$ cat config.mk
export PLATFORM = sky130hd
export DESIGN_NAME = rot_shift_ctrl_flat
export DESIGN_NICKNAME = d
export VERILOG_FILES = /design/src/rtl/rot_pkg.sv /design/src/rtl/rot_shift_ctrl_if.sv /design/src/rtl/rot_reg.sv /design/src/rtl/rot_shift_ctrl.sv /design/src/flat_wrapper.sv
export SDC_FILE = /design/constraint.sdc
export NUM_CORES = 1
export LEC_CHECK = 0
export CORE_MARGIN = 1.5
export CORE_UTILIZATION = 38
export DETAILED_ROUTE_END_ITERATION = 16
export PLACE_DENSITY = 0.73
export SLEW_MARGIN = 10
export SYNTH_ARGS = -nofsm -noshare
export SYNTH_HDL_FRONTEND = slang
export SYNTH_HIERARCHICAL = 1
export SYNTH_SLANG_ARGS = --single-unit
$ cat constraint.sdc
create_clock -name CLK -period 1.2 [get_ports CLK]
set_input_delay 0.18 -clock CLK [delete_from_list [all_inputs] [get_ports CLK]]
set_output_delay 0.18 -clock CLK [all_outputs]
set_load 0.005 [all_outputs]
$ cat src/rtl/rot_pkg.sv
// Shared types and constants for the rotate/shift controller.
package rot_pkg;

    typedef enum logic [1:0] {
        IDLE,
        ROTATE,
        DONE
    } state_t;

    localparam int ROT_WIDTH = 8;
    localparam int ROT_AMT_W = 3;

    localparam logic DIR_RIGHT = 1'b0;
    localparam logic DIR_LEFT  = 1'b1;

endpackage

$ cat src/rtl/rot_shift_ctrl_if.sv
// Job request / result handshake bundle for rot_shift_ctrl.
interface rot_shift_ctrl_if #(
    parameter int WIDTH = 8,
    parameter int AMT_W = 3
) ();

    logic             IN_VALID;
    logic             IN_READY;
    logic [WIDTH-1:0] Din;
    logic [AMT_W-1:0] AMT;
    logic             DIR;
    logic             OUT_VALID;
    logic             OUT_READY;
    logic [WIDTH-1:0] Dout;
    logic             BUSY;

    modport master (
        output IN_VALID, Din, AMT, DIR, OUT_READY,
        input  IN_READY, OUT_VALID, Dout, BUSY
    );

    modport slave (
        input  IN_VALID, Din, AMT, DIR, OUT_READY,
        output IN_READY, OUT_VALID, Dout, BUSY
    );

endinterface

$ cat src/rtl/rot_reg.sv
// Loadable one-bit rotate register; left rotation only with ROT_LEFT_EN.
module rot_reg
    import rot_pkg::*;
#(
    parameter int WIDTH = ROT_WIDTH
) (
    input  logic             clk,
    input  logic             rst_n,
    input  logic             load,
    input  logic             shift_en,
    input  logic             dir,
    input  logic [WIDTH-1:0] d,
    output logic [WIDTH-1:0] q
);

    logic [WIDTH-1:0] r_nxt;

`ifdef ROT_LEFT_EN
    assign r_nxt = (dir == DIR_LEFT) ?
                   {q[WIDTH-2:0], q[WIDTH-1]} :
                   {q[0], q[WIDTH-1:1]};
`else
    logic unused_dir;
    assign unused_dir = dir;
    assign r_nxt = {q[0], q[WIDTH-1:1]};
`endif

    always_ff @(posedge clk or negedge rst_n) begin
        if (!rst_n) begin
            q <= '0;
        end else if (load) begin
            q <= d;
        end else if (shift_en) begin
            q <= r_nxt;
        end
    end

endmodule

$ cat src/rtl/rot_shift_ctrl.sv
// Rotate controller: FSM, down-counter and handshake around rot_reg.
// Optional macro ROT_LEFT_EN enables DIR-selected left rotation.
module rot_shift_ctrl
    import rot_pkg::*;
#(
    parameter int WIDTH = ROT_WIDTH,
    parameter int AMT_W = ROT_AMT_W
) (
    input logic         CLK,
    input logic         RST_N,
    rot_shift_ctrl_if.slave bus
);

    state_t           state_q;
    state_t           state_d;
    logic [AMT_W-1:0] cnt_q;
    logic             load;
    logic             shift_en;
    logic             dir_q;
    logic [WIDTH-1:0] r_q;

    always_ff @(posedge CLK or negedge RST_N) begin
        if (!RST_N) begin
            state_q <= IDLE;
        end else begin
            state_q <= state_d;
        end
    end

    always_comb begin
        state_d  = state_q;
        load     = 1'b0;
        shift_en = 1'b0;
        unique case (state_q)
            IDLE: begin
                if (bus.IN_VALID) begin
                    load    = 1'b1;
                    state_d = (bus.AMT == '0) ? DONE : ROTATE;
                end
            end
            ROTATE: begin
                shift_en = 1'b1;
                if (cnt_q == AMT_W'(1)) begin
                    state_d = DONE;
                end
            end
            DONE: begin
                if (bus.OUT_READY) begin
                    state_d = IDLE;
                end
            end
            default: begin
                state_d = IDLE;
            end
        endcase
    end

    // Decrement only while rotating so the counter can never wrap.
    always_ff @(posedge CLK or negedge RST_N) begin
        if (!RST_N) begin
            cnt_q <= '0;
        end else if (load) begin
            cnt_q <= bus.AMT;
        end else if (shift_en) begin
            cnt_q <= cnt_q - AMT_W'(1);
        end
    end

`ifdef ROT_LEFT_EN
    always_ff @(posedge CLK or negedge RST_N) begin
        if (!RST_N) begin
            dir_q <= DIR_RIGHT;
        end else if (load) begin
            dir_q <= bus.DIR;
        end
    end
`else
    logic unused_dir;
    assign unused_dir = bus.DIR;
    assign dir_q      = DIR_RIGHT;
`endif

    rot_reg #(
        .WIDTH (WIDTH)
    ) u_reg (
        .clk      (CLK),
        .rst_n    (RST_N),
        .load     (load),
        .shift_en (shift_en),
        .dir      (dir_q),
        .d        (bus.Din),
        .q        (r_q)
    );

    assign bus.IN_READY  = (state_q == IDLE);
    assign bus.OUT_VALID = (state_q == DONE);
    assign bus.BUSY      = (state_q != IDLE);
    assign bus.Dout      = r_q;

endmodule

$ cat src/flat_wrapper.sv
// flat-port wrapper written by rule: the top's interface ports become plain ports
module rot_shift_ctrl_flat import rot_pkg::*;
#(
    parameter int WIDTH = ROT_WIDTH,
    parameter int AMT_W = ROT_AMT_W
)
  (CLK, RST_N, bus_IN_VALID, bus_Din, bus_AMT, bus_DIR, bus_OUT_READY, bus_IN_READY, bus_OUT_VALID, bus_Dout, bus_BUSY);
  rot_shift_ctrl_if #(.WIDTH(WIDTH), .AMT_W(AMT_W)) bus_i ();
  input logic CLK;
  input logic RST_N;
  input wire logic [$bits(bus_i.IN_VALID)-1:0] bus_IN_VALID;
  input wire logic [$bits(bus_i.Din)-1:0] bus_Din;
  input wire logic [$bits(bus_i.AMT)-1:0] bus_AMT;
  input wire logic [$bits(bus_i.DIR)-1:0] bus_DIR;
  input wire logic [$bits(bus_i.OUT_READY)-1:0] bus_OUT_READY;
  output wire logic [$bits(bus_i.IN_READY)-1:0] bus_IN_READY;
  output wire logic [$bits(bus_i.OUT_VALID)-1:0] bus_OUT_VALID;
  output wire logic [$bits(bus_i.Dout)-1:0] bus_Dout;
  output wire logic [$bits(bus_i.BUSY)-1:0] bus_BUSY;
  assign bus_i.IN_VALID = bus_IN_VALID;
  assign bus_i.Din = bus_Din;
  assign bus_i.AMT = bus_AMT;
  assign bus_i.DIR = bus_DIR;
  assign bus_i.OUT_READY = bus_OUT_READY;
  assign bus_IN_READY = bus_i.IN_READY;
  assign bus_OUT_VALID = bus_i.OUT_VALID;
  assign bus_Dout = bus_i.Dout;
  assign bus_BUSY = bus_i.BUSY;
  rot_shift_ctrl #(.WIDTH(WIDTH), .AMT_W(AMT_W)) u_core (.CLK(CLK), .RST_N(RST_N), .bus(bus_i));
endmodule
# Word-level counts from Yosys, hierarchy flattened
# Index checks and enable logic that the tools add are counted.
word_totals:
  register_bits: 13
  inputBits: 16
  output_inout_bits: 11
  word_cells: 27
op_classes:
  addsub: 1
  n_eq_ne: 6
  muxes: 12
  reduce_logical: 5
ops:
  columns: ["operator", "n"]
  rows:
  - ["8-bit 2-to-1 mux", 2]
  - ["2-bit 2-to-1 mux", 4]
  - ["3-bit 2-to-1 mux", 2]
  - ["2-bit case mux with 3 select lines", 1]
  - ["2-bit inequality test, second input constant", 2]
  - ["2-bit nonzero test", 2]
  - ["3-bit by 1-bit == test with 1-bit output, second input constant", 1]
  - ["3-bit logical NOT", 1]
  - ["1-bit 2-to-1 mux", 3]
  - ["3-bit AND reduction", 1]
  - ["3-bit by 1-bit subtractor with 3-bit output, second input constant", 1]
  - ["2-bit by 1-bit == test with 1-bit output, second input constant", 1]
  - ["2-bit == test, second input constant", 1]
  - ["2-bit logical NOT", 1]
  - ["2-bit by 1-bit inequality test with 1-bit output, second input constant", 1]

# Longest topological paths before layout
# Gate-level depths: netlist (run 1).
depth:
  word_depth: 4
  depth_mapped: 6
  mapped_depth_nobuf: 5

# Modules after synthesis
# Netlist (run 1), hierarchy kept.
by_module_without_submodules:
  columns: ["mod", "n_inst", "cells_per_inst", "area_per_inst_um2", "seq_area_each_um2"]
  rows:
  - ["rot_reg", 1, 34, 372.9, 200.2]
  - ["rot_shift_ctrl", 1, 40, 354.1, 125.1]

# Worst setup path after synthesis (run 1)
# OpenSTA, ideal clock, no wires.
synth_timing:
  path_kind: "reg2reg"
  from: "reg u_core.state_q[1]"
  to: "reg u_core.u_reg.q[3]"
  setup_time_ns: 0.121
  arrival_ns: 1.187
  required_ns: 1.079
  setup_slack_ns: -0.108
  path_stages_with_launch: 6
  path_buffers: 2
  period_less_slack_ns: 1.308
  cell_sequence: "dfrtp_1 > buf_2 > nor2_1 > and2_1 > buf_6 > o21ai_1"
synth_between:
  elab_chain_len: 3
  word_cells_on_any_way: 6
  classes_between: "1 x eq/ne; 3 x mux; 2 x reduce/logical"
synth_rtl:
  columns: ["item", "line_no", "source"]
  rows:
  - ["from (decl)", "rot_shift_ctrl.sv:14", "state_t state_q;"]
  - ["from (signal assigned)", "rot_shift_ctrl.sv:26", "state_q <= state_d;"]
  - ["2-bit logical NOT *", null, null]
  - ["via bus_IN_READY", "flat_wrapper.sv:16", "output wire logic [$bits(bus_i.IN_READY)-1:0] bus_IN_READY;"]
  - ["1-bit 2-to-1 mux *", "rot_shift_ctrl.sv:34", "unique case (state_q)"]
  - ["via u_core.load", "rot_shift_ctrl.sv:17", "logic load;"]
  - ["8-bit 2-to-1 mux / 2-bit nonzero test (equally long branches)", null, null]
  - ["to (signal assigned)", "rot_reg.sv:34", "q <= r_nxt;"]
  - ["to (decl)", "rot_reg.sv:13", "output logic [WIDTH-1:0] q"]
# The timed path passes the listed nets; every way through them passes the cells marked *.
# A chain may end at the register's enable or synchronous reset.

# Worst setup path after layout (run 1)
layout_timing:
  from: "reg u_core.state_q[1]"
  to: "reg u_core.u_reg.q[2]"
layout_between:
  elab_chain_len: 3
  word_cells_on_any_way: 6
  classes_between: "1 x eq/ne; 3 x mux; 2 x reduce/logical"
layout_rtl:
  columns: ["item", "line_no", "source"]
  rows:
  - ["2-bit by 1-bit == test with 1-bit output", "rot_shift_ctrl.sv:34", null]
  - ["1-bit 2-to-1 mux", "rot_shift_ctrl.sv:34", null]
  - ["via u_core.shift_en", "rot_shift_ctrl.sv:18", "logic shift_en;"]
  - ["2-bit nonzero test (no line)", null, null]
# The timed path passes the listed nets, and every way through them passes these cells.

==> results of run 1 <==
[through the flow]
step           std cells  hold WS, ps  util, %  TNS, ps
2_1_floorplan         73         -116        -        0
3_3_place_gp         127          498     59.1     -982
6_report             147          210     70.8    -1050
4_1_cts              145          215     70.3     -793
3_5_place_dp         127          498     59.1    -1070
5_1_grt              147          210     70.8    -1850
[worst paths after layout]
path	slack, ps	depth (start not counted)	from	to
setup / recovery	-140	6	u_core/state_q[1]$_DFFE_PN0P_	u_core/u_reg/q[2]$_DFFE_PN0P_
hold / removal	210	2	RST_N	u_core/u_reg/q[0]$_DFFE_PN0P_
setup reg to reg	-140	6	u_core/state_q[1]$_DFFE_PN0P_	u_core/u_reg/q[2]$_DFFE_PN0P_
hold reg to reg	510	1	u_core/cnt_q[1]$_DFFE_PN0P_	u_core/cnt_q[1]$_DFFE_PN0P_
max in group asynchronous	820	2	RST_N	u_core/u_reg/q[3]$_DFFE_PN0P_
min in group CLK	440	3	bus_Din[6]	u_core/u_reg/q[6]$_DFFE_PN0P_
[per-layer routing]
layer  wire [µm]  global-route usage [%]  vias up
met5           0                       0        -
met4          20                    6.67        0
met3         103                    3.53        2
met2         990                    36.1       22
met1         852                    25.8      346
li1            -                       -      353
[layout make-up]
| cell class | instances | area share, % |
|---|---|---|
| Multi-Input combinational cell | 51 | 30.4 |
| Clock buffer | 4 | 2.10 |
| Timing Repair Buffer | 48 | 37.2 |
| Sequential cell | 13 | 26.1 |
| Inverter | 6 | 1.80 |
| Tap cell | 25 | 2.51 |
[sequential cells by signal, summed over array words and instances, names as in the netlist]
signal and cells:
u_core/cnt_q 3, u_core/state_q 2, u_core/u_reg/q 8
[cell usage in the layout, fill, tap and decap left out, drive strengths merged, types with 2 or more instances in the layout]
master / count
clkbuf: 6
nor3: 2
nand2: 9
inv: 6
dfrtp: 13
buf: 23
clkdlybuf4s50: 14
mux2i: 8
dlygate4sd2: 8
o21ai: 9
nor2b: 2
nor3b: 3
o22a: 3
a21oi: 3
nor2: 3
ha: 2
and2: 2
[worst max-delay path: stages, from the launching register on]
cell and delay [ps]:
dfrtp_1 400, buf_6 130, buf_6 110, nor2b_4 130, buf_12 140, mux2i_1 220
o21ai_1 90
[what timing repair did]
| action | in CTS | in global routing |
|---|---|---|
| pin swaps | 5 | 3 |
| setup endpoints to repair | 22 | 16 |
| gates cloned | 2 | 0 |
| setup buffers | 13 | 2 |
| gates resized for setup | 30 | 3 |
[power by group]
group	switching [mW]	total [mW]	internal (mW)	leakage, nW
combinational	0.828	2.08	1.26	0.447
sequential	0.147	0.804	0.657	0.157
clock	0.149	0.278	0.129	0.0150
total	1.12	3.17	2.04	0.619
==> results.cfg, run 1 <==
[status]
status = finished with violations
violations = setup timing

[synthesis]
synthCells = 73
syn_avg_cell_area_um2 = 9.91
synth_fp_nets = 91
yosys_warnings = 6
synth.cell_area_um2 = 723

[sta]
fin_ws_ps = -136
hold_viol = 0
worstMarginPinSlew_ps = 299
period_needed_ps = 1340
finalCritPeriodShare_pct = 111
setup_violations = 13
skew_ps = 3.73
slew_headroom_pct = 80.0
rsz0062_at_grt = yes
max_freq_ghz = 0.748
drv_slew = 0

[run]
maxCapViolCount = 0

[cts]
root_buffer = clkbuf_4
postCtsHoldBufs = 0
insertion_delay_ps = 280
cts_buffers = 3
cts_sinks = 13
clockBufferDepth = 2
htreeDepth = 1
cts_tree = done
path_clk_slew_ps = 80

[global_route]
grt_pass1_vias = 738
antenna_found_initial = 0
grt_pass1_wl_um = 3150
grt_usage_pct = 20.7
grt_overflow = 0
grt_max_degree = 14

[route]
first_iter_violations = 10
vias_per_cell = 4.92
vias = 723
routed_wl_um = 1970
ant_nets = 0
wire_per_inst_um = 13.4
drt_pass1_iterations = 4
drc_errors = 0

[cells_and_area]
design_area_mm2 = 0.00125
multiInputGateArea_um2 = 379
ff_latch_area_um2 = 325
nets = 141
drive_above_1_share_pct = 32.0
fill_cells = 144
n_antenna_cell = 0
area_growth_syn_to_layout_pct = 72.7

[die]
start_util_pct = 41.0
core_mm2 = 0.00176
ios = 27
die_height_um = 46.6
die_x_um = 46.6
rows = 15
die_area_mm2 = 0.00217

[placed_design]
placement.io_buffers = 25
pre_cts_ws_ps = -128
place.gp.congestion = 0.756
placed_cell_area_mm2 = 0.00104
hpwl_um = 1160

[worst_hold_path]
hp-class = in2async

[critical_path]
worstPathArrival_ps = 1500
required_ps = 1360
endpoint_kind = flop
crit_fanout = 8
start_kind = flop
crit_type = reg2reg

[power_and_ir_drop]
power.static_leakage_nw = 0.619
ir_drop_mv = 1.48
powerDensity_mw_per_mm2 = 2540
total_power_mw = 3.17
No activity file was read; power rests on OpenSTA's default activity.
==> run 2: changes to the inputs <==
--- a/config.mk
+++ b/config.mk
@@ -7,6 +7,7 @@
 export LEC_CHECK = 0
 export CORE_MARGIN = 1.5
 export CORE_UTILIZATION = 38
+export CTS_CLUSTER_SIZE = 14
 export DETAILED_ROUTE_END_ITERATION = 16
 export PLACE_DENSITY = 0.73
 export SLEW_MARGIN = 10
==> results of run 2 <==
The final DEF is identical to that of run 1; final timing and power are the same.
==> run 3: changes to the inputs <==
--- a/config.mk
+++ b/config.mk
@@ -9,7 +9,7 @@
 export CORE_UTILIZATION = 38
 export CTS_CLUSTER_SIZE = 14
 export DETAILED_ROUTE_END_ITERATION = 16
-export PLACE_DENSITY = 0.73
+export PLACE_DENSITY = 0.76
 export SLEW_MARGIN = 10
 export SYNTH_ARGS = -nofsm -noshare
 export SYNTH_HDL_FRONTEND = slang
==> results.cfg, run 3 (synthesized netlist as in run 1, its figures left out) <==
[status]
status = finished with violations
violations = setup timing

[die]
die_x_um = 46.6
start_util_pct = 41.0
rows = 15
core_mm2 = 0.00176
die_height_um = 46.6
ios = 27
die_area_mm2 = 0.00217

[global_route]
grt_pass1_wl_um = 2570
grt_overflow = 0
grt_usage_pct = 16.7
grt_max_degree = 17
antenna_found_initial = 0
grt_pass1_vias = 647

[critical_path]
path_cells = buf_6 > buf_6 > nor2b_4 > buf_12 > mux2i_2 > o21ai_1
crit_type = reg2reg
required_ps = 1350
start_kind = flop
crit_cells = 6
timing.critical_path.slowest_stage_cell = dfrtp_1
r2r_start = u_core/state_q[0]$_DFFE_PN0P_
worstPathArrival_ps = 1450
cp_common_cell = buf_6
r2r_cells = 6
critical_path.top_delay_family = flip-flops
slowest_delay_ps = 390
worstPathBufferInverterCount = 3
cp-startpoint = u_core/state_q[0]$_DFFE_PN0P_
endpoint_kind = flop
crit_fanout = 8

[cells_and_area]
drive_above_1_share_pct = 30.5
final_util_pct = 66.6
nets = 137
layoutNonFillerInstCount = 143
largest_register = u_core/u_reg/q
n_antenna_cell = 0
area_growth_syn_to_layout_pct = 62.5
top_regs = u_core/u_reg/q (8), u_core/cnt_q (3), u_core/state_q (2)
final_cell_mix = 16 x buf_4, 14 x clkdlybuf4s50_1, 13 x dfrtp_1
largest_reg_flops = 8
final_common_cell = buf_4

[power_and_ir_drop]
power.static_leakage_nw = 0.574
ir_drop_mv = 1.85
powerDensity_mw_per_mm2 = 2500

[sta]
setup_violations = 14
period_needed_ps = 1300
setup_tns_ps = -813
fin_ws_ps = -98.2
worstMarginPinSlew_ps = 235
max_freq_ghz = 0.770
finalCritPeriodShare_pct = 108
hold_viol = 0
rsz0062_at_grt = yes
slew_headroom_pct = 84.3
skew_ps = 4.81
drv_slew = 0

[cts]
cts_sinks = 13
cts_buffers = 3
insertion_delay_ps = 270
path_clk_slew_ps = 80
htreeDepth = 1
cts_tree = done
root_buffer = clkbuf_4
clockBufferDepth = 2
postCtsHoldBufs = 0

[run]
maxCapViolCount = 0

[route]
drc_errors = 0
vias_per_cell = 4.81
routed_wl_um = 1660
vias = 688
ant_nets = 0
drt_pass1_iterations = 4
wire_per_inst_um = 11.6
first_iter_violations = 10

[placed_design]
pre_cts_ws_ps = -125
placement.io_buffers = 25
hpwl_um = 1120
placedCellCount = 125
place.gp.congestion = 0.774

[worst_hold_path]
hp-class = in2async
==> run 3: worst paths after layout <==
check | endpoint | slack, ps
min reg2reg | u_core/cnt_q[1]$_DFFE_PN0P_ | 510
max reg2reg | u_core/u_reg/q[4]$_DFFE_PN0P_ | -100
min in group CLK | u_core/u_reg/q[6]$_DFFE_PN0P_ | 460
max in group asynchronous | u_core/cnt_q[1]$_DFFE_PN0P_ | 820
max | u_core/u_reg/q[4]$_DFFE_PN0P_ | -100
min | u_core/state_q[0]$_DFFE_PN0P_ | 210
==> run 3: repair_timing <==
| action | in CTS | in global routing |
|---|---|---|
| gates resized for setup | 27 | 3 |
| endpoints found under the hold margin | 0 | 0 |
| setup endpoints to repair | 20 | 16 |
| buffers inserted | 15 | 0 |
| pin swaps | 4 | 2 |
| cloned | 0 | 1 |
==> run 3: cell type report <==
class                   count  area [µm²]
fillers                   165         589
repair buffers             44         400
multi-input cells          51         369
flip-flops and latches     13         325
well taps                  25        31.3
clock buffers               4        26.3
inverters                   6        22.5
==> run 3: routing by layer <==
metal	wire, µm	vias up	global-route usage (%)	part of all wire, %
li1	-	343	-	-
met1	725	321	19.8	44
met2	802	24	29.7	48
met3	127	0	3.92	7.7
met4	0	0	5.00	0
met5	0	-	0	0
==> run 3: report_power, final <==
group	internal (mW)	switching (mW)	total [mW]	leakage [nW]
clock network	0.128	0.135	0.263	0.0150
registers	0.656	0.128	0.785	0.157
logic	1.12	0.768	1.89	0.403
total	1.90	1.03	2.93	0.574
==> run 3: stage by stage <==
step / power (mW) / hold WS, ps / instance area (µm²)
3_5_place_dp: 2.35 / 497 / 1030
4_1_cts: 2.86 / 214 / 1150
5_1_grt: 3.19 / 203 / 1170
2_1_floorplan: 1.71 / -116 / 728
3_3_place_gp: 2.31 / 498 / 1030
6_report: 2.93 / 214 / 1170
